<file path="config.mk">
export PLATFORM = sky130hd
export DESIGN_NAME = fifo_rd_pack_n
export DESIGN_NICKNAME = d
export VERILOG_FILES = /design/src/rtl/fifo_rd_pack_n.sv
export SDC_FILE = /design/constraint.sdc
export NUM_CORES = 1
export LEC_CHECK = 0
export ABC_AREA = 1
export ABC_CLOCK_PERIOD_IN_PS = 1700
export CAP_MARGIN = 10
export CORE_MARGIN = 4
export CORE_UTILIZATION = 35
export DETAILED_ROUTE_END_ITERATION = 10
export MAX_ROUTING_LAYER = met4
export PLACE_DENSITY = 0.59
export SLEW_MARGIN = 30
export SYNTH_ARGS = -nofsm -noshare
export SYNTH_HDL_FRONTEND = slang
export SYNTH_SLANG_ARGS = --single-unit
</file>
<file path="constraint.sdc">
create_clock -name clk -period 1.7 [get_ports clk]
set_input_delay 0.255 -clock clk [delete_from_list [all_inputs] [get_ports clk]]
set_output_delay 0.255 -clock clk [all_outputs]
set_load 0.005 [all_outputs]
</file>
<file path="src/rtl/fifo_rd_pack_n.sv">
// ============================================================================
// Module   : fifo_rd_pack_n
// Purpose  : Pops RATIO narrow words from an upstream FIFO and packs them into
//            one wide output word, with a separate output register.
// Revision : 1.0 - initial release
// ============================================================================
`default_nettype none

module fifo_rd_pack_n #(
    parameter int IN_W      = 32,
    parameter int RATIO     = 4,
    parameter int MSW_FIRST = 1
) (
    input  logic                  clk,
    input  logic                  reset,
    input  logic [IN_W-1:0]       idata,
    input  logic                  i_control,
    input  logic                  i_rdy,
    output logic                  pop,
    input  logic                  flush,
    output logic [IN_W*RATIO-1:0] odata,
    output logic                  o_control,
    output logic                  o_rdy,
    input  logic                  pull,
    output logic                  o_partial
);

    localparam int c_OUT_W = IN_W * RATIO;
    localparam int c_CNT_W = (RATIO > 1) ? $clog2(RATIO) : 1;
    localparam logic [c_CNT_W-1:0] c_LAST = c_CNT_W'(RATIO - 1);

    logic [c_CNT_W-1:0] r_cnt;
    logic [c_OUT_W-1:0] r_asm;
    logic               r_asm_ctrl;

    logic               w_pull_eff;
    logic               w_last;
    logic               w_pop;
    logic               w_complete;
    logic [c_CNT_W-1:0] w_cnt_next;
    logic [c_OUT_W-1:0] w_asm_next;

    assign w_pull_eff = pull & o_rdy;
    assign w_last     = (r_cnt == c_LAST);
    // The final slot may only be taken when the output register can accept the word.
    assign w_pop      = i_rdy & ~flush & ~reset & (~w_last | ~o_rdy | w_pull_eff);
    assign w_complete = w_pop & w_last;
    assign pop        = w_pop;

    // Assembly contents including the slot being written this cycle.
    for (genvar s = 0; s < RATIO; s++) begin : g_slot
        localparam int c_POS = (MSW_FIRST != 0) ? (RATIO - 1 - s) : s;
        assign w_asm_next[c_POS*IN_W +: IN_W] =
            (w_pop && (r_cnt == c_CNT_W'(s))) ? idata : r_asm[c_POS*IN_W +: IN_W];
    end

    always_comb begin
        w_cnt_next = r_cnt;
        if (flush) begin
            w_cnt_next = '0;
        end else if (w_pop) begin
            w_cnt_next = w_last ? '0 : r_cnt + c_CNT_W'(1);
        end
    end

    always_ff @(posedge clk) begin
        if (reset) begin
            r_cnt      <= '0;
            r_asm      <= '0;
            r_asm_ctrl <= 1'b0;
            odata      <= '0;
            o_control  <= 1'b0;
            o_rdy      <= 1'b0;
            o_partial  <= 1'b0;
        end else begin
            r_cnt     <= w_cnt_next;
            o_partial <= (w_cnt_next != '0);

            if (flush) begin
                r_asm      <= '0;
                r_asm_ctrl <= 1'b0;
            end else if (w_pop) begin
                r_asm <= w_asm_next;
                if (r_cnt == '0) begin
                    r_asm_ctrl <= i_control;
                end
            end

            if (w_complete) begin
                odata     <= w_asm_next;
                o_control <= r_asm_ctrl;
                o_rdy     <= 1'b1;
            end else if (w_pull_eff) begin
                o_rdy <= 1'b0;
            end
        end
    end

endmodule

`default_nettype wire

</file>
; ---- Word level (Yosys, flattened, before mapping)
; Index checks and enable logic that the tools add are counted.
[op_classes]
add_sub_neg = 1
n_eq_ne = 3
n_mux = 9
bitwise_logic = 11
n_reduce_logical = 9
[op_table]
columns = cell, count
row1 = $mux 32, 4
row2 = $mux 2, 3
row3 = $and 1x1->1, 5
row4 = $eq 2x2->1 const B, 2
row5 = $logic_and 1x1->1, 4
row6 = $not 1->1, 4
row7 = $reduce_bool 2->1, 2
row8 = $add 2x1->2 const B, 1
row9 = $eq 2x1->1 const B, 1
row10 = $logic_not 2->1, 1
row11 = $mux 1, 2
row12 = $or 1x1->1, 2
row13 = $reduce_and 2->1, 1
row14 = $reduce_or 2->1, 1
[totals]
ff_bits = 262
output_inout_bits = 132
word_cells = 40

; ---- Depth between registers and ports, before layout
; Gate-level depths: netlist of run 1.
[logic_depth]
depth_word = 8
ltp_mapped = 10
mapped_depth_nobuf = 8

; ---- Least setup slack after synthesis of run 1
; OpenSTA, ideal clock, no wires.
[synth_path]
path_kind = reg2reg
start = register r_cnt[0]
end = register odata[64]
t_arrival_ns = 1.475
path_slack_ns = 0.169
path_stages_with_launch = 10
path_buffers = 3
synth_period_minus_slack_ns = 1.531
cell_sequence = dfxtp_1 ha_1 nand3_1 buf_4 buf_2 buf_2 nand4_1 nand3_1 nand2_1 inv_1
[synth_between]
elab_chain_len = 7
elab_cells_between_ends = 9
cone_classes = 2 x eq/ne / 1 x mux / 5 x bitwise / 1 x reduce/logical
[synth_rtl]
columns = item, line_no
row1 = from (decl), 32  ; logic [c_CNT_W-1:0] r_cnt;
row2 = from (signal assigned), 76  ; r_cnt <= w_cnt_next;
row3 = $eq 2x2->1, 44  ; assign w_last = (r_cnt == c_LAST);
row4 = $not 1->1, 46  ; assign w_pop = i_rdy & ~flush & ~reset & (~w_last | ~o_rdy | w_pull_eff);
row5 = $or 1x1->1 (2 in series), 46
row6 = $and 1x1->1, 46
row7 = $logic_and 1x1->1, 54  ; (w_pop && (r_cnt == c_CNT_W'(s))) ? idata : r_asm[c_POS*IN_W +: IN_W];
row8 = $mux 32, 54
row9 = to (signal assigned), 90  ; odata <= w_asm_next;
row10 = to (decl), 21  ; output logic [IN_W*RATIO-1:0] odata,
; Parallel ways exist; a longest one is shown, timed or not.
; A chain may end at the register's enable or synchronous reset.

; ---- Worst setup path in the final report of run 1
[layout_path]
start = register odata[118]
end = output odata[118]
; No word-level cell between the ends.

==> metrics.txt, run 1 <==
initial antenna violation count=0; peak supply drop=0.546 mV; Clock Skews=8.54 ps; CTS clk-pin slew, worst paths=60 ps; top cell type's share of synthesized area=between 50% and 60%; share of cells above drive strength 1=between 10% and 20%; Port Buffers=~170; antenna-violating nets left=0; syn nets=about 1300; CP delay by family, top=buffers and inverters; Max-slew headroom=59.0%; Setup crit end kind=output pin; Mapped Cells=~1200; n_diodes=0; Final min period=1680 ps; max-cap violation count=0; DR vias/cell=4.94; ys async rst share=0%; Critical R2R Launch=r_cnt[0]$_SDFF_PP0_; Data arrival, critical path=about 1400 ps; worst skew pair latency=530 ps; WP buf/inv=1; # rows=a little under 60; fin crit share=98.6%; pwr/cell area=937 mW/mm2; Synth cell types=17; die width=~170 um; post-synthesis adder-cell area fraction=less than 1%; sequential-to-total area share from yosys stat=50.3%; Core Footprint=between 0.02 and 0.03 mm2; I/O pin count=170; number of global-route vias before repair=~8000; largest family of logic cells by synthesized area=simple AND/OR/NAND/NOR gates; Worst path max stage delay=approximately 560 ps; area of the mapped netlist=0.00916 mm2; Max FO, Critical Path=2; Final setup violation count=0; Crit-path slowest cell=clkdlybuf4s50_1; Tot GR Track Use=20.5%; worst slew pin tran=616 ps; top-count cell post-synth=nand2_1; worst setup path category=flip-flop to output pin; Hold WC Path Type=input pin to flip-flop; via count=8699; leading area contributor after synthesis=dfxtp_1; Synth Area in Simple Gates=23.4%; Worst Hold Path EP=r_asm[99]$_SDFFE_PP0P_; worst-path cell chain=clkdlybuf4s50_1; Syn Area/Cell=7.44 um2; max-slew violations=0; Routed WL=30.1 mm; CTS max path bufs=3; hpwl dp=20.0 mm; first-pass GRT wire length=approximately 46 mm; wire length per cell=around 17 um; CTS root buf=clkbuf_16; Hold Buf Count CTS=0; Synth Flop Type=dfxtp_1; Synth-to-Final Area Change=39.0%; Die Area=0.0288 mm2; H-tree depth reported by CTS=1; flops & latches, synth=230; reg2reg end=r_asm[69]$_SDFFE_PP0P_; HP Start=reset; Compound-Gate Fraction of Synth Area=12.5%; Final Wtd Congestion=0.799; RSZ-0062 raised after global routing=no; Starting DRT DRC Count=744; synth cell count leaders=nand2_1 (265), dfxtp_1 (230), a21oi_1 (227); Non-Filler Instances=1760; Hold Path Depth=4; final hold vios=0; LEAKAGE=0.00500 uW; CP Launch Type=flip-flop; Post-Synth XOR/XNOR Area=0%; Worst R2R Path Depth=9; synth warn=0; total power=between 10000 and 15000 uW; DR pass1 iterations=5; Initial Util=about 36%; number of buffers created by CTS=26; DRC=0; critical path required time=1440 ps; post-synthesis mux area share=0%; largest net degree at the start of global routing=roughly 130; fin nets=1452; Worst R2R Setup Slack=100 ps; GRT overflow=0; dpl cells=~1700; die extent in y=roughly 170 um; synth top area cells=dfxtp_1 (50%), a21oi_1 (12%), nand2_1 (11%); clock tree sinks=230; Post-synth EDFFs=0; CTS tree=done; status=finished clean; fmax=slightly below 600 MHz
stage by stage:
stage	utilization (%)	cell area [um2]	worst slack, ps	hold slack, ps	TNS (ps)
3_3_place_gp	45.7	11600	-286	450	-31690
2_1_floorplan	-	9160	169	398	0
4_1_cts	49.5	12600	2.79	171	0
5_1_grt	50.0	12700	0.650	200	0
6_report	50.0	12700	23.7	188	0
3_5_place_dp	45.7	11600	-290	456	-35360
power by group:
part | internal (uW) | switching [uW]
Clock | 3810 | 2230
Sequential | 5400 | 4.15
Combinational | 160 | 312
Total | 9380 | 2540
cell type report:
type,count,area [um2]
clock inverter,10,185
sequential,230,4610
tap,330,413
inverter,202,761
fill,2472,12700
timing repair buffer,250,2600
multi-input combinational,700,3410
clock buffer,38,747
worst max-delay path by stage:
stage	startpoint	endpoint	slack, ps	cells after the start
after CTS	odata[62]$_SDFFE_PP0P_	odata[62]	3	1
after global routing	odata[11]$_SDFFE_PP0P_	odata[11]	0.7	1
final	odata[118]$_SDFFE_PP0P_	odata[118]	20	1
after detailed placement	i_rdy	odata[90]$_SDFFE_PP0P_	-290	10
after global placement	i_rdy	odata[90]$_SDFFE_PP0P_	-290	10
after floorplan	r_cnt[0]$_SDFF_PP0_	odata[64]$_SDFFE_PP0P_	170	9
per-layer routing:
metal,GRT usage (%),wire [um],part of all wire [%]
met5,-,0,0
met4,5.01,810,2.7
met3,2.56,1750,5.8
met2,32.2,13900,46
met1,28.3,13600,45
state kept, by name (all words and copies together) (netlist names):
register    count
odata         128
r_asm          96
r_cnt           2
o_control       1
o_partial       1
o_rdy           1
r_asm_ctrl      1
what timing repair did:
| item | in CTS | in global routing |
|---|---|---|
| pin swaps | 2 | 3 |
| resized for setup | 11 | 26 |
| endpoints found under the setup margin | 3 | 49 |
| buffers inserted | 2 | 0 |
| cloned | 0 | 2 |
placed cells by master (no fill, tap or decap), drive strengths merged:
master	instances
a21oi	227
buf	81
bufinv	5
clkbuf	40
clkdlybuf4s50	161
clkinv	2
clkinvlp	1
dfxtp	230
dlygate4sd2	1
dlymetal6s2s	5
ha	4
inv	204
nand2	265
nand3	104
nand4	96
nor2	2
o21ai	2
kinds of logic after synthesis:
logic type / after synthesis
AO/OA/AOI/OAI: 229
buffers and inverters: 301
adder cells (fa/ha/maj): 4
AND/OR/NAND/NOR: 467
flip-flops: 230
No activity file was read; power rests on OpenSTA's default activity.
==> run 2: changes to the inputs <==
Settings changed: CAP_MARGIN 10 to not set, SLEW_MARGIN 30 to 20.
==> results of run 2 <==
No change in the layout: final DEF, timing and power equal those of run 1.
